<file path="config.mk">
export PLATFORM = sky130hd
export DESIGN_NAME = usb_tx_sequencer_flat
export DESIGN_NICKNAME = d
export VERILOG_FILES = /design/src/rtl/usb_tx_sequencer_if.sv /design/src/rtl/usb_tx_sequencer.sv /design/src/flat_wrapper.sv
export SDC_FILE = /design/constraint.sdc
export NUM_CORES = 1
export LEC_CHECK = 0
export CAP_MARGIN = 30
export CORE_MARGIN = 1.5
export CORE_UTILIZATION = 30
export CTS_CLUSTER_SIZE = 16
export DETAILED_ROUTE_END_ITERATION = 10
export RECOVER_POWER = 50
export SLEW_MARGIN = 30
export SYNTH_ARGS = -nofsm -noshare
export SYNTH_HDL_FRONTEND = slang
export SYNTH_SLANG_ARGS = --single-unit
</file>
<file path="constraint.sdc">
create_clock -name clk -period 4.7 [get_ports clk]
set_clock_uncertainty 0.1 [all_clocks]
set_input_delay 0.47 -clock clk [delete_from_list [all_inputs] [get_ports clk]]
set_output_delay 0.47 -clock clk [all_outputs]
set_load 0.02 [all_outputs]
</file>
<file path="src/rtl/usb_tx_sequencer_if.sv">
`default_nettype none
// ============================================================================
// Module      : usb_tx_sequencer_if
// Description : Packet-byte handshake and USB line bundle for usb_tx_sequencer.
// Revision    : 1.0 - initial release
// ============================================================================
interface usb_tx_sequencer_if;
    logic       tx_start;
    logic [7:0] tx_data;
    logic       tx_data_valid;
    logic       tx_last;
    logic       tx_data_ready;
    logic       d_plus;
    logic       d_minus;
    logic       tx_busy;
    logic       tx_done;
    logic       tx_error;

    modport master (
        output tx_start, tx_data, tx_data_valid, tx_last,
        input  tx_data_ready, d_plus, d_minus, tx_busy, tx_done, tx_error
    );

    modport slave (
        input  tx_start, tx_data, tx_data_valid, tx_last,
        output tx_data_ready, d_plus, d_minus, tx_busy, tx_done, tx_error
    );
endinterface
`default_nettype wire

</file>
<file path="src/rtl/usb_tx_sequencer.sv">
`default_nettype none
// ============================================================================
// Module      : usb_tx_sequencer
// Description : Full-speed USB TX: SYNC, LSB-first bit-stuffed payload, EOP,
//               NRZI-encoded onto D+/D-, paced by a bit-period timer.
// Revision    : 1.0 - initial release
// ============================================================================
module usb_tx_sequencer #(
    parameter int unsigned CLKS_PER_BIT = 8
) (
    input  logic               clk,
    input  logic               n_rst,
    usb_tx_sequencer_if.slave  bus
);

    localparam int unsigned       c_TW   = $clog2(CLKS_PER_BIT);
    localparam logic [c_TW-1:0]   c_LAST = c_TW'(CLKS_PER_BIT - 1);

    typedef enum logic [2:0] {
        S_IDLE    = 3'd0,
        S_SYNC    = 3'd1,
        S_DATA    = 3'd2,
        S_STUFF   = 3'd3,
        S_EOP_SE0 = 3'd4,
        S_EOP_J   = 3'd5
    } state_t;

    state_t          state_q,  state_d;
    logic [c_TW-1:0] timer_q,  timer_d;
    logic [2:0]      idx_q,    idx_d;
    logic [2:0]      ones_q,   ones_d;
    logic [7:0]      shift_q,  shift_d;
    logic            last_q,   last_d;
    logic            level_q,  level_d;
    logic            dp_q,     dp_d;
    logic            dm_q,     dm_d;
    logic            busy_q,   busy_d;
    logic            done_q,   done_d;
    logic            err_q,    err_d;

    logic            w_strobe;
    logic            w_raw;
    logic [2:0]      w_ones_inc;
    logic            w_new_bit;
    logic            w_boundary;
    logic            w_ready;
    logic            w_base;
    logic            w_raw_nxt;

    // Raw (pre-NRZI) value of the bit currently on the line
    always_comb begin
        w_raw = 1'b0;
        case (state_q)
            S_SYNC:  w_raw = (idx_q == 3'd7);
            S_DATA:  w_raw = shift_q[0];
            default: w_raw = 1'b0;
        endcase
    end

    assign w_strobe   = (state_q != S_IDLE) && (timer_q == c_LAST);
    assign w_ones_inc = w_raw ? (ones_q + 3'd1) : 3'd0;

    always_comb begin
        state_d    = state_q;
        timer_d    = timer_q;
        idx_d      = idx_q;
        ones_d     = ones_q;
        shift_d    = shift_q;
        last_d     = last_q;
        level_d    = level_q;
        done_d     = 1'b0;
        err_d      = 1'b0;
        w_ready    = 1'b0;
        w_new_bit  = 1'b0;
        w_boundary = 1'b0;
        w_raw_nxt  = 1'b0;
        w_base     = (state_q == S_IDLE) ? 1'b1 : level_q;

        if (state_q != S_IDLE) begin
            timer_d = w_strobe ? '0 : timer_q + c_TW'(1);
        end

        case (state_q)
            S_IDLE: begin
                if (bus.tx_start) begin
                    state_d   = S_SYNC;
                    timer_d   = '0;
                    idx_d     = 3'd0;
                    ones_d    = 3'd0;
                    last_d    = 1'b0;
                    w_new_bit = 1'b1;
                end
            end
            S_SYNC, S_DATA: begin
                if (w_strobe) begin
                    ones_d    = w_ones_inc;
                    w_new_bit = 1'b1;
                    if (w_ones_inc == 3'd6) begin
                        state_d = S_STUFF;
                    end else if (idx_q != 3'd7) begin
                        idx_d = idx_q + 3'd1;
                        if (state_q == S_DATA) shift_d = shift_q >> 1;
                    end else begin
                        w_boundary = 1'b1;
                    end
                end
            end
            S_STUFF: begin
                // Stuffed zero occupies a bit period without advancing the payload
                if (w_strobe) begin
                    ones_d    = 3'd0;
                    w_new_bit = 1'b1;
                    if (idx_q != 3'd7) begin
                        state_d = S_DATA;
                        idx_d   = idx_q + 3'd1;
                        shift_d = shift_q >> 1;
                    end else begin
                        w_boundary = 1'b1;
                    end
                end
            end
            S_EOP_SE0: begin
                if (w_strobe) begin
                    if (idx_q == 3'd0) idx_d   = 3'd1;
                    else               state_d = S_EOP_J;
                end
            end
            S_EOP_J: begin
                if (w_strobe) begin
                    state_d = S_IDLE;
                    done_d  = 1'b1;
                end
            end
            default: state_d = S_IDLE;
        endcase

        // Byte boundary: finish the packet, load the next byte, or flag underrun
        if (w_boundary) begin
            idx_d = 3'd0;
            if ((state_q != S_SYNC) && last_q) begin
                state_d = S_EOP_SE0;
            end else if (bus.tx_data_valid) begin
                w_ready = 1'b1;
                shift_d = bus.tx_data;
                last_d  = bus.tx_last;
                state_d = S_DATA;
            end else begin
                err_d   = 1'b1;
                state_d = S_EOP_SE0;
            end
        end

        case (state_d)
            S_SYNC:  w_raw_nxt = (idx_d == 3'd7);
            S_DATA:  w_raw_nxt = shift_d[0];
            default: w_raw_nxt = 1'b0;
        endcase

        if (w_new_bit && ((state_d == S_SYNC) || (state_d == S_DATA) || (state_d == S_STUFF))) begin
            level_d = w_raw_nxt ? w_base : ~w_base;
        end
    end

    always_comb begin
        dp_d   = 1'b1;
        dm_d   = 1'b0;
        busy_d = (state_d != S_IDLE);
        case (state_d)
            S_EOP_SE0: begin
                dp_d = 1'b0;
                dm_d = 1'b0;
            end
            S_SYNC, S_DATA, S_STUFF: begin
                dp_d = level_d;
                dm_d = ~level_d;
            end
            default: begin
                dp_d = 1'b1;
                dm_d = 1'b0;
            end
        endcase
    end

    always_ff @(posedge clk or negedge n_rst) begin
        if (!n_rst) begin
            state_q <= S_IDLE;
            timer_q <= '0;
            idx_q   <= 3'd0;
            ones_q  <= 3'd0;
            shift_q <= 8'd0;
            last_q  <= 1'b0;
            level_q <= 1'b1;
            dp_q    <= 1'b1;
            dm_q    <= 1'b0;
            busy_q  <= 1'b0;
            done_q  <= 1'b0;
            err_q   <= 1'b0;
        end else begin
            state_q <= state_d;
            timer_q <= timer_d;
            idx_q   <= idx_d;
            ones_q  <= ones_d;
            shift_q <= shift_d;
            last_q  <= last_d;
            level_q <= level_d;
            dp_q    <= dp_d;
            dm_q    <= dm_d;
            busy_q  <= busy_d;
            done_q  <= done_d;
            err_q   <= err_d;
        end
    end

    // Pop strobe is qualified by the strobe cycle so the byte is taken on this edge
    assign bus.tx_data_ready = w_ready;
    assign bus.d_plus        = dp_q;
    assign bus.d_minus       = dm_q;
    assign bus.tx_busy       = busy_q;
    assign bus.tx_done       = done_q;
    assign bus.tx_error      = err_q;

endmodule
`default_nettype wire

</file>
<file path="src/flat_wrapper.sv">
// flat-port wrapper written by rule: the top's interface ports become plain ports
module usb_tx_sequencer_flat 
#(
    parameter int unsigned CLKS_PER_BIT = 8
)
  (clk, n_rst, bus_tx_start, bus_tx_data, bus_tx_data_valid, bus_tx_last, bus_tx_data_ready, bus_d_plus, bus_d_minus, bus_tx_busy, bus_tx_done, bus_tx_error);
  usb_tx_sequencer_if bus_i ();
  input  logic clk;
  input  logic n_rst;
  input wire logic [$bits(bus_i.tx_start)-1:0] bus_tx_start;
  input wire logic [$bits(bus_i.tx_data)-1:0] bus_tx_data;
  input wire logic [$bits(bus_i.tx_data_valid)-1:0] bus_tx_data_valid;
  input wire logic [$bits(bus_i.tx_last)-1:0] bus_tx_last;
  output wire logic [$bits(bus_i.tx_data_ready)-1:0] bus_tx_data_ready;
  output wire logic [$bits(bus_i.d_plus)-1:0] bus_d_plus;
  output wire logic [$bits(bus_i.d_minus)-1:0] bus_d_minus;
  output wire logic [$bits(bus_i.tx_busy)-1:0] bus_tx_busy;
  output wire logic [$bits(bus_i.tx_done)-1:0] bus_tx_done;
  output wire logic [$bits(bus_i.tx_error)-1:0] bus_tx_error;
  assign bus_i.tx_start = bus_tx_start;
  assign bus_i.tx_data = bus_tx_data;
  assign bus_i.tx_data_valid = bus_tx_data_valid;
  assign bus_i.tx_last = bus_tx_last;
  assign bus_tx_data_ready = bus_i.tx_data_ready;
  assign bus_d_plus = bus_i.d_plus;
  assign bus_d_minus = bus_i.d_minus;
  assign bus_tx_busy = bus_i.tx_busy;
  assign bus_tx_done = bus_i.tx_done;
  assign bus_tx_error = bus_i.tx_error;
  usb_tx_sequencer #(.CLKS_PER_BIT(CLKS_PER_BIT)) u_core (.clk(clk), .n_rst(n_rst), .bus(bus_i));
endmodule
</file>
==> reports/results.ini, run 1 <==
[status]
outcome = finished, violations left
violations = capacitance limit, slew limit

[clock_tree]
cts-buffers-inserted = 3
htree_levels = 1
clk_pin_slew_ns = 0.10
root_buffer = clkbuf_8
cts.sinks = 27
cts_resized = 0
cts_setup_buffers = 0
cts_tree = done
cts.path.max_buffers = 2
holdBufCountCts = 0
clk_latency_ns = 0.28

[sta]
slew_headroom_pct = -0.544
fin_crit_ns = 3.47
hold_viol = 0
rsz0062_at_grt = no
max_clock_freq_mhz = 289
final.period_utilization_pct = 73.7
drv_slew = 28
setup_viol_count_final = 0
fin_setup_tns_ns = 0
tightest_slew_ns = 1.51

[synthesis]
async_reset_ff_share_pct = 100
netlist_area_mm2 = 0.00175
synth-main-ff-cell = dfrtp_1
ys_ff_latch = 27
syn_inst = 192
yosysWarnings = 0
synth_edf_count = 0
syn_nets = 210
syn_avg_cell_area_um2 = 9.10
yosysSeqAreaShare_pct = 38.8
synthDistinctLibCells = 57

[die]
die_x_um = 79.3
die-area_mm2 = 0.00629
io_pins = 19
core_mm2 = 0.00557
die_h_um = 79.3
start_util_pct = 31.3
row_count = 27

[critical_path]
critPathMostFrequentCell = ha_1
cpPeakStageDelay_ns = 0.66
ff2ff_setup_slack_ns = 1.53
crit_fanout = 18
path_buf_inv = 2
cp_slowest_cell = clkdlybuf4s50_1
crit_required_ns = 4.13
endpoint_kind = primary output
arrival_ns = 2.90
path_class = flip-flop to primary output
critPathTopFamily = buffers and inverters
startpoint_type = flip-flop
crit_chain = ha_1 -> ha_1 -> nand2b_1 -> or3_1 -> a21oi_2 -> nand2_2 -> inv_2 -> clkdlybuf4s50_1

[power]
internal-power_uw = 507
power_density_mw_per_mm2 = 420
p_sw_share_pct = 40.2
vdd_ir_drop_max_v = 0.000166
p_comb_share_pct = 41.7
power_frac_seq_pct = 42.4
clkPwrFrac_pct = 15.9
power.switching_uw = 340
power_leakage_nw = 0.761

[finish]
drive_gt1_share_pct = 9.66
fin_area_mm2 = 0.00202
area_growth_pct = 15.5
n_antenna_cell = 0
nFillCells = 552
nets = 226

[routing]
remaining_drc_errors = 0
wl_per_cell_um = 13.6
first_pass_iters = 4
ant_nets = 0
drt_iter0_markers = 101
routed_via_density = 5.22
num_vias = 1457
drt-total-wl_um = 3780

[global_routing]
grt_pass1_vias = 1394
grt_pass1_wl_um = 6420
grt_overflow = 0
track_usage_pct = 12.8
grt_max_degree = 28
grt_antenna_before_repair = 0

[min_path]
min_path_type = flip-flop to flip-flop

[placement]
port_buffers = 18
gp_congestion = 0.828
dpl_cell_area_mm2 = 0.00197
place_hpwl_um = 2840

[run]
cap_violations = 1

worst register-to-register path, stage by stage (launching register included):
cell	delay, ns
dfrtp_1	0.38
ha_1	0.16
ha_1	0.46
nand2_1	0.17
o311ai_2	0.31
a32oi_1	0.14
a221oi_4	0.32
nand2b_1	0.10
or4b_4	0.53
and4_4	0.19
or2_1	0.21
power by group through the flow:
stage / sequential (mW) / combinational [mW] / clock (mW)
6_report: 0.360 / 0.353 / 0.135
5_1_grt: 0.368 / 0.393 / 0.156
4_1_cts: 0.358 / 0.355 / 0.139
3_5_place_dp: 0.363 / 0.353 / 0
3_3_place_gp: 0.365 / 0.355 / 0
2_1_floorplan: 0.337 / 0.289 / 0
state kept, by name, indices dropped and copies added, names as in the netlist, 3 cells and up:
name	cells
u_core.shift_q	8
u_core.idx_q	3
u_core.timer_q	3
u_core.state_q	3
u_core.ones_q	3
path summary, 6_finish.rpt:
check / start / end / depth (start not counted)
worst max-delay path: u_core.timer_q[0] / bus_tx_data_ready / 8
min in group asynchronous: n_rst / u_core.shift_q[3] / 2
worst min register to register: u_core.ones_q[1] / u_core.ones_q[1] / 2
worst min-delay path: u_core.ones_q[1] / u_core.ones_q[1] / 2
worst max register to register: u_core.timer_q[0] / u_core.bus.d_minus / 10
max in group asynchronous: n_rst / u_core.bus.tx_done / 2
cells in the mapped netlist (all sizes together) (2+ instances only):
cell / n / area, um^2
a21boi: 2 / 15.0
a21o: 2 / 15.0
a21oi: 7 / 50.1
a221oi: 2 / 35.0
a31oi: 3 / 18.8
a32oi: 2 / 17.5
and2: 3 / 18.8
and4: 2 / 20.0
buf: 6 / 45.0
clkbuf: 2 / 7.51
dfrtp: 25 / 626
dfstp: 2 / 52.6
ha: 5 / 62.6
inv: 9 / 33.8
mux2i: 6 / 60.1
nand2: 25 / 96.4
nand2b: 7 / 43.8
nand3: 3 / 15.0
nand3b: 3 / 22.5
nand4: 2 / 12.5
nor2: 14 / 52.6
nor2b: 4 / 25.0
nor3: 4 / 20.0
nor3b: 2 / 15.0
o21a: 2 / 15.0
o21ai: 19 / 95.1
o31ai: 5 / 37.5
or2: 2 / 15.0
or3: 4 / 25.0
cell families after synthesis:
logic type / Yosys count / synth area share, %
and+or+nand+nor: 81 / 25.1
AOI/OAI and AO/OA: 54 / 23.1
muxes: 6 / 3.44
xor gates and xnor gates: 2 / 1.00
buffers and inverters: 17 / 4.94
DFF: 27 / 38.8
adders and majority gates: 5 / 3.58
area by class of cell:
cell class                 count  area (um^2)  area share, %
multi-input combinational    148          982           48.7
sequential                    27          678           33.6
timing repair buffer          19          184           9.12
tap                           72         90.1           4.47
clock buffer                   3         41.3           2.05
inverter                       9         33.8           1.67
clock inverter                 1         7.51          0.372
layout by cell type (no fill, tap or decap), types with 4 or more instances in the layout:
| cell type | count |
|---|---|
| inv_1 | 8 |
| a21oi_1 | 5 |
| nand2_1 | 24 |
| nor3_1 | 4 |
| or3_1 | 4 |
| clkdlybuf4s50_1 | 15 |
| nor2b_1 | 4 |
| nand2b_1 | 7 |
| mux2i_1 | 6 |
| nor2_1 | 14 |
| o21ai_0 | 18 |
| o31ai_1 | 5 |
| ha_1 | 5 |
| dfrtp_1 | 25 |
through the flow:
step / hold WS (ns) / util [%] / setup slack, ns / total power, mW / std cells
floorplan: 0.0744 / - / 1.95 / 0.626 / 192
global placement: 0.385 / 35.4 / 1.44 / 0.720 / 275
detailed placement: 0.378 / 35.4 / 1.43 / 0.716 / 275
CTS: 0.401 / 36.3 / 1.24 / 0.852 / 279
global route: 0.428 / 36.2 / 1.00 / 0.916 / 279
finish: 0.396 / 36.2 / 1.23 / 0.847 / 279
per-layer routing:
metal	vias up	share of wire, %	GRT usage, %	routed length [um]
met3	5	5.4	2.30	203
met4	0	0.90	3.51	34
met2	49	48	21.6	1820
met1	678	46	16.7	1730
met5	-	0	0	0
li1	725	-	-	-
(Power assumes the default switching activity.)
==> run 2: changes to the inputs <==
==> constraint.sdc (replaced) <==
create_clock -name clk -period 3.2 [get_ports clk]
set_clock_uncertainty 0.1 [all_clocks]
set_input_delay 0.32 -clock clk [delete_from_list [all_inputs] [get_ports clk]]
set_output_delay 0.32 -clock clk [all_outputs]
set_load 0.02 [all_outputs]
==> reports/results.ini, run 2 (same netlist as run 1, synthesis figures left out) <==
[placement]
place_hpwl_um = 3040
dpl_cell_area_mm2 = 0.00204
gp_congestion = 0.931
port_buffers = 18

[sta]
max_clock_freq_mhz = 329
hold_viol = 0
final.period_utilization_pct = 94.9
drv_slew = 0
slew_headroom_pct = 4.00
rsz0062_at_grt = no
whs_ns = 0.409
setup_viol_count_final = 0
tightest_slew_ns = 1.44
fin_crit_ns = 3.04
fin_setup_tns_ns = 0

[min_path]
min_path_type = flip-flop to flip-flop

[routing]
drt-total-wl_um = 3980
drt_iter0_markers = 165
wl_per_cell_um = 13.8
first_pass_iters = 4
remaining_drc_errors = 0
routed_via_density = 5.17
num_vias = 1488
ant_nets = 0

[die]
io_pins = 19
row_count = 27
core_mm2 = 0.00557
die_x_um = 79.3
start_util_pct = 31.3
die_h_um = 79.3
die-area_mm2 = 0.00629

[finish]
final_cell_mix = dfrtp_1 (25), nand2_1 (24), o21ai_0 (18), clkdlybuf4s50_1 (17), nor2_1 (14)
area_growth_pct = 19.3
multi_input_area_um2 = 985
nFillCells = 569
register_area_um2 = 678
max_flop_register = u_core.shift_q
nets = 235
n_antenna_cell = 0
largest_reg_flops = 8
layout_commonest_cell = dfrtp_1
fin_area_mm2 = 0.00208
drive_gt1_share_pct = 13.4

[critical_path]
crit_fanout = 15
cp_slowest_cell = clkdlybuf4s50_1
startpoint_type = flip-flop
path_class = flip-flop to primary output
arrival_ns = 2.62
cpPeakStageDelay_ns = 0.60
crit_chain = ha_1 -> ha_2 -> nand2b_1 -> or3_1 -> a21oi_2 -> nand2_2 -> inv_2 -> clkdlybuf4s50_1
ff2ff_setup_slack_ns = 0.18
crit_required_ns = 2.78
endpoint_kind = primary output

[global_routing]
track_usage_pct = 13.8
grt_pass1_vias = 1481
grt_max_degree = 28
grt_antenna_before_repair = 0
grt_pass1_wl_um = 6880
grt_overflow = 0

[power]
p_comb_share_pct = 44.6
internal-power_uw = 773
p_sw_share_pct = 40.1
power_leakage_nw = 0.798
power.switching_uw = 517
power_frac_seq_pct = 39.6
power_density_mw_per_mm2 = 619
vdd_ir_drop_max_v = 0.000235
clkPwrFrac_pct = 15.7

[clock_tree]
clk_pin_slew_ns = 0.09
root_buffer = clkbuf_8
cts-buffers-inserted = 3
htree_levels = 1
cts_tree = done
cts_setup_buffers = 0
cts.path.max_buffers = 2
cts.sinks = 27
clk_latency_ns = 0.28

[status]
outcome = complete, no violations

[run]
cap_violations = 0

==> run 2: cell types whose count changed in the layout (fill, tap and decap cells not counted) <==
cell             delta
clkbuf_1            +1
ha_1                -1
buf_4               +8
ha_2                +1
clkdlybuf4s50_1     +2
dlygate4sd3_1       -2
==> run 2: layout make-up <==
class / instances / area share, %
flip-flops and latches: 27 / 32.6
inverters: 9 / 1.62
clock buffers: 3 / 1.98
multi-input cells: 148 / 47.3
clock inverters: 1 / 0.360
repair buffers: 28 / 11.9
well taps: 72 / 4.32
==> run 2: worst max-delay path: cells and delay by family (launching register included) <==
family	cells	cell delay (ns)
DFF	1	0.38
AOI/OAI and AO/OA	1	0.20
buffers and inverters	2	0.69
and+or+nand+nor	3	0.57
adders and majority gates	2	0.49
==> run 2: path summary, 6_finish.rpt <==
check | start | to | depth (start not counted)
max in group asynchronous | n_rst | u_core.idx_q[2] | 2
setup reg to reg | u_core.state_q[1] | u_core.bus.d_minus | 8
setup / recovery | u_core.timer_q[0] | bus_tx_data_ready | 8
hold reg to reg | u_core.timer_q[0] | u_core.timer_q[0] | 1
min in group asynchronous | n_rst | u_core.shift_q[2] | 2
hold / removal | u_core.timer_q[0] | u_core.timer_q[0] | 1
==> run 2: stage by stage <==
step | util [%] | setup slack, ns | power, mW | instances
after floorplan | - | 0.453 | 0.919 | 192
after global placement | 36.6 | 0.172 | 1.09 | 284
after detailed placement | 36.6 | 0.116 | 1.09 | 284
after CTS | 37.5 | 0.0376 | 1.29 | 288
after global routing | 37.4 | 0.00518 | 1.39 | 288
final | 37.4 | 0.165 | 1.29 | 288
==> run 2: power by group through the flow <==
stage	combinational (mW)	sequential [mW]	clock, mW
2_1_floorplan	0.424	0.495	0
3_3_place_gp	0.572	0.518	0
3_5_place_dp	0.570	0.519	0
4_1_cts	0.574	0.510	0.209
5_1_grt	0.646	0.522	0.226
6_report	0.575	0.511	0.203
==> run 2: routing by layer <==
metal	part of all wire [%]	routed length (um)	GRT usage (%)
met3	4.1	165	2.53
met4	1.4	56	3.86
met2	48	1900	23.0
met1	47	1860	18.2
met5	0	0	0
==> run 2: what timing repair did <==
action	CTS	global route
gates resized for setup	0	1
hold buffers	0	0
endpoints found under the setup margin	0	4
==> run 3: changes to the inputs <==
--- a/config.mk
+++ b/config.mk
@@ -10,7 +10,9 @@
 export CORE_UTILIZATION = 30
 export CTS_CLUSTER_SIZE = 16
 export DETAILED_ROUTE_END_ITERATION = 10
+export HOLD_SLACK_MARGIN = 0.06
 export RECOVER_POWER = 50
+export REMOVE_ABC_BUFFERS = 1
 export SLEW_MARGIN = 30
 export SYNTH_ARGS = -nofsm -noshare
 export SYNTH_HDL_FRONTEND = slang
==> reports/results.ini, run 3 (same netlist as run 1, synthesis figures left out) <==
[clock_tree]
holdBufCountCts = 0
clk_pin_slew_ns = 0.09
root_buffer = clkbuf_8
htree_levels = 1
cts_tree = done
cts-buffers-inserted = 3
clk_latency_ns = 0.27
cts.path.max_buffers = 2
cts.sinks = 27

[routing]
routed_via_density = 5.22
first_pass_iters = 4
wl_per_cell_um = 13.2
num_vias = 1499
drt_iter0_markers = 109
remaining_drc_errors = 0
drt-total-wl_um = 3790
ant_nets = 0

[die]
io_pins = 19
row_count = 27
die_h_um = 79.3
core_mm2 = 0.00557
die_x_um = 79.3
start_util_pct = 31.3
die-area_mm2 = 0.00629

[critical_path]
critPathTopFamily = buffers and inverters
crit_fanout = 15
cpPeakStageDelay_ns = 0.60
startpoint_type = flip-flop
arrival_ns = 2.59
endpoint_kind = primary output
path_buf_inv = 2
crit_chain = ha_1 -> ha_2 -> nand2b_1 -> or3_1 -> a21oi_2 -> nand2_2 -> inv_2 -> clkdlybuf4s50_1
path_class = flip-flop to primary output
cp_slowest_cell = clkdlybuf4s50_1
crit_required_ns = 2.78

[sta]
max_clock_freq_mhz = 333
setup_viol_count_final = 0
rsz0062_at_grt = no
drv_slew = 0
final.period_utilization_pct = 94.0
hold_viol = 0
tightest_slew_ns = 1.47
whs_ns = 0.412
final.setup.worst_slack_ns = 0.193
fin_crit_ns = 3.01
fin_setup_tns_ns = 0
slew_headroom_pct = 1.74

[min_path]
min_path_type = flip-flop to flip-flop

[placement]
dp_slack_ns = 0.146
port_buffers = 18
place_hpwl_um = 2850
dpl_cell_area_mm2 = 0.00203
gp_congestion = 0.942

[global_routing]
grt_max_degree = 28
grt_pass1_wl_um = 6690
track_usage_pct = 13.4
grt_antenna_before_repair = 0
grt_pass1_vias = 1414
grt_overflow = 0

[status]
outcome = complete, no violations

[finish]
fin_area_mm2 = 0.00207
layout_commonest_cell = dfrtp_1
largest_reg_flops = 8
drive_gt1_share_pct = 12.6
max_flop_register = u_core.shift_q
final_cell_mix = dfrtp_1 (25), nand2_1 (24), o21ai_0 (18), clkdlybuf4s50_1 (17), nor2_1 (14)
area_growth_pct = 18.6
nFillCells = 574
nets = 234
n_antenna_cell = 0

[power]
vdd_ir_drop_max_v = 0.000230
power_density_mw_per_mm2 = 609
power_leakage_nw = 0.794

[run]
cap_violations = 0

[run 3: worst paths after layout]
check,startpoint,end,slack (ns),cells after the start
worst max-delay path,u_core.timer_q[0],bus_tx_data_ready,0.19,8
worst min-delay path,u_core.ones_q[1],u_core.ones_q[1],0.41,2
worst max register to register,u_core.timer_q[0],u_core.bus.d_minus,0.23,10
worst min register to register,u_core.ones_q[1],u_core.ones_q[1],0.41,2
max in group asynchronous,n_rst,u_core.state_q[2],1.32,2
min in group asynchronous,n_rst,u_core.shift_q[4],0.82,2
[run 3: timing repair]
action / 4_1_cts / 5_1_grt
hold endpoints to repair: 0 / 0
setup buffers: 0 / 0
endpoints found under the setup margin: 0 / 3
gates resized for setup: 0 / 1
[run 3: cell type report]
cell class | instances | area [um^2] | area share, %
multi-input combinational | 148 | 985 | 47.5
sequential | 27 | 678 | 32.7
timing repair buffer | 27 | 240 | 11.6
tap | 72 | 90.1 | 4.35
clock buffer | 4 | 45.0 | 2.17
inverter | 9 | 33.8 | 1.63
[run 3: tightest hold or removal path: cells and delay by family, from the launching register on]
kind | cells | cell delay, ns
AO/OA/AOI/OAI | 1 | 0.06
AND/OR/NAND/NOR | 1 | 0.05
flip-flops | 1 | 0.36
[run 3: routing by layer]
layer / vias up / share of wire [%] / GRT usage (%)
met3: 6 / 4.5 / 2.30
li1: 739 / - / -
met4: 0 / 1.5 / 3.68
met5: - / 0 / 0
met1: 712 / 48 / 18.8
met2: 42 / 46 / 21.0
[run 3: report_power, final]
part | total (mW) | internal [mW] | switching, mW | leakage, nW
Combinational | 0.553 | 0.244 | 0.309 | 0.465
Sequential | 0.514 | 0.431 | 0.0827 | 0.307
Clock | 0.196 | 0.0892 | 0.107 | 0.0228
Total | 1.26 | 0.765 | 0.498 | 0.794
[run 3: stage by stage]
stage,total power [mW],cells,util (%)
6_report,1.26,287,37.2
5_1_grt,1.38,287,37.2
4_1_cts,1.27,287,37.3
3_5_place_dp,1.07,283,36.5
3_3_place_gp,1.07,283,36.5
2_1_floorplan,0.888,184,-
==> edit: new RTL, flow settings as in run 2 <==
`CLKS_PER_BIT` is set to 8 in 2 places; all go to 4.
--- a/src/rtl/usb_tx_sequencer.sv
+++ b/src/rtl/usb_tx_sequencer.sv
@@ -6,7 +6,7 @@
 // Revision    : 1.0 - initial release
 // ============================================================================
 module usb_tx_sequencer #(
-    parameter int unsigned CLKS_PER_BIT = 8
+    parameter int unsigned CLKS_PER_BIT = 4
 ) (
     input  logic               clk,
     input  logic               n_rst,
--- a/src/flat_wrapper.sv
+++ b/src/flat_wrapper.sv
@@ -1,7 +1,7 @@
 // flat-port wrapper written by rule: the top's interface ports become plain ports
 module usb_tx_sequencer_flat 
 #(
-    parameter int unsigned CLKS_PER_BIT = 8
+    parameter int unsigned CLKS_PER_BIT = 4
 )
   (clk, n_rst, bus_tx_start, bus_tx_data, bus_tx_data_valid, bus_tx_last, bus_tx_data_ready, bus_d_plus, bus_d_minus, bus_tx_busy, bus_tx_done, bus_tx_error);
   usb_tx_sequencer_if bus_i ();
Check against the original RTL: not equivalent (a bounded check fails within 10 cycles, from zero or initial values and one cycle with n_rst low).
==> edit against run 2 <==
- area after synthesis fell by 8.6%
- critical path depth rose by 1
- wire length fell by 4.9%
- sequential power rose by 11%
- sequential cell count fell by 1
- global-route usage rose by 0.81 points
- critical path type is now reg -> reg
- power rose by 21%
- hold slack got worse by 0.0094 ns
- core utilization rose by 1.1 points
- setup slack improved by 0.015 ns
- cell area fell by 5.8%
==> edit: results <==
[clock_tree]
cts_root_buf = "clkbuf_8"
clk_pin_slew_worst_paths_ns = 0.09
clk_latency_ns = 0.28
cts_setup_buffers = 0
cts_buffers = 3
h-tree-depth = 1
clockBufferDepth = 2

[place]
dpl_cell_area_sq_um = 1923
placedCellCount = 265
place.gp.congestion = 0.9470
place_hpwl_um = 2911
pre_cts_ws_ns = 0.2090
port_buffers = 18

[detailed_routing]
ant_nets = 0
first_pass_iters = 4
vias_per_cell = 5.033
vias = 1354
routed_wl_um = 3783
drt-initial-drc-count = 56

[sta]
worst_pin_slew_ns = 1.355
drv_slew = 0

[synthesis]
synth_area_leaders = "dfrtp_1 (38%), mux2i_1 (5.6%), nand2_1 (4.9%), nor2_1 (4.0%), a21oi_1 (3.4%)"
yosysWarnings = 0
synth_async_sr_flop_share_pct = 100.0
synth_common_cells = "dfrtp_1 (24), nand2_1 (21), nor2_1 (17), a21oi_1 (11), o21ai_0 (11)"
synth_cells = 172
synth_fp_nets = 189
yosysSeqAreaShare_pct = 40.91
yosysUniqueCellTypes = 47

[power_and_ir_drop]
p_leak_nw = 0.7713
peakVddDrop_mv = 0.4486
p_int_mw = 0.9243

[layout]
nFillCells = 509
largest_register = "u_core.shift_q"
largest_register_ffs = 8
drive_gt1_share_pct = 11.56
diodes = 0
final_nets = 217

[global_routing]
grt_max_degree = 27
antenna_found_initial = 0
grtUsageTotal_pct = 14.59
grt_pass1_wl_um = 6693

[worst_setup_path]
critical_path_arrival_ns = 3.15
end_kind = "flip-flop"
critPathMaxFanout = 5

[hold_path]
holdCritPathClass = "reg -> reg"

[outcome]
status = "complete, no violations"
-- edit: power groups by stage --
stage / clock network (mW) / registers (mW) / logic [mW]
after detailed placement: 0 / 0.571 / 0.794
after CTS: 0.206 / 0.566 / 0.796
after floorplan: 0 / 0.563 / 0.567
after global routing: 0.216 / 0.590 / 0.891
final: 0.194 / 0.568 / 0.796
after global placement: 0 / 0.573 / 0.792
-- edit: layout make-up --
type / count / area [sq um] / area share (%)
sequential: 26 / 653.1 / 33.27
clock buffer: 4 / 45.04 / 2.294
multi-input combinational: 132 / 892.1 / 45.44
tap: 70 / 87.58 / 4.461
timing repair buffer: 29 / 255.2 / 13.00
inverter: 8 / 30.03 / 1.530
-- edit: worst max-delay path, cell delays in order (launching register included) --
cell and delay [ns]:
dfrtp_1 0.41, ha_1 0.24, xnor2_1 0.32, a2111oi_4 0.10
or3_4 0.43, a2111o_1 0.37, a211oi_1 0.39, o311ai_2 0.16
xor2_1 0.29, o21ba_1 0.17
-- edit: path summary, 6_finish.rpt --
check | from | endpoint | slack, ns | depth (start not counted)
setup / recovery | u_core.ones_q[0]$_DFFE_PN0P_ | u_core.bus.d_plus$_DFF_PN1_ | 0.18 | 9
hold / removal | u_core.timer_q[0]$_DFF_PN0_ | u_core.timer_q[0]$_DFF_PN0_ | 0.40 | 1
setup reg to reg | u_core.ones_q[0]$_DFFE_PN0P_ | u_core.bus.d_plus$_DFF_PN1_ | 0.18 | 9
hold reg to reg | u_core.timer_q[0]$_DFF_PN0_ | u_core.timer_q[0]$_DFF_PN0_ | 0.40 | 1
max in group asynchronous | n_rst | u_core.state_q[1]$_DFF_PN0_ | 1.44 | 2
min in group asynchronous | n_rst | u_core.shift_q[3]$_DFF_PN0_ | 0.77 | 2
-- edit: cells by family after synthesis --
| logic type | Yosys count | synth area share [%] |
|---|---|---|
| buffers and inverters | 14 | 3.370 |
| DFF | 26 | 40.91 |
| xor gates and xnor gates | 3 | 1.646 |
| adders and majority gates | 4 | 3.135 |
| AOI/OAI and AO/OA | 45 | 21.16 |
| muxes | 11 | 7.053 |
| and+or+nand+nor | 69 | 22.73 |
-- edit: per-layer routing --
metal,vias up,global-route usage (%),share of wire [%]
li1,680,-,-
met1,646,19.03,48
met2,22,23.60,47
met3,6,3.012,3.5
met4,0,5.926,1.8
met5,-,0,0
-- edit: what timing repair did --
action | 4_1_cts | 5_1_grt
setup endpoints to repair | 0 | 1
endpoints found under the hold margin | 0 | 0
gates resized for setup | 0 | 1
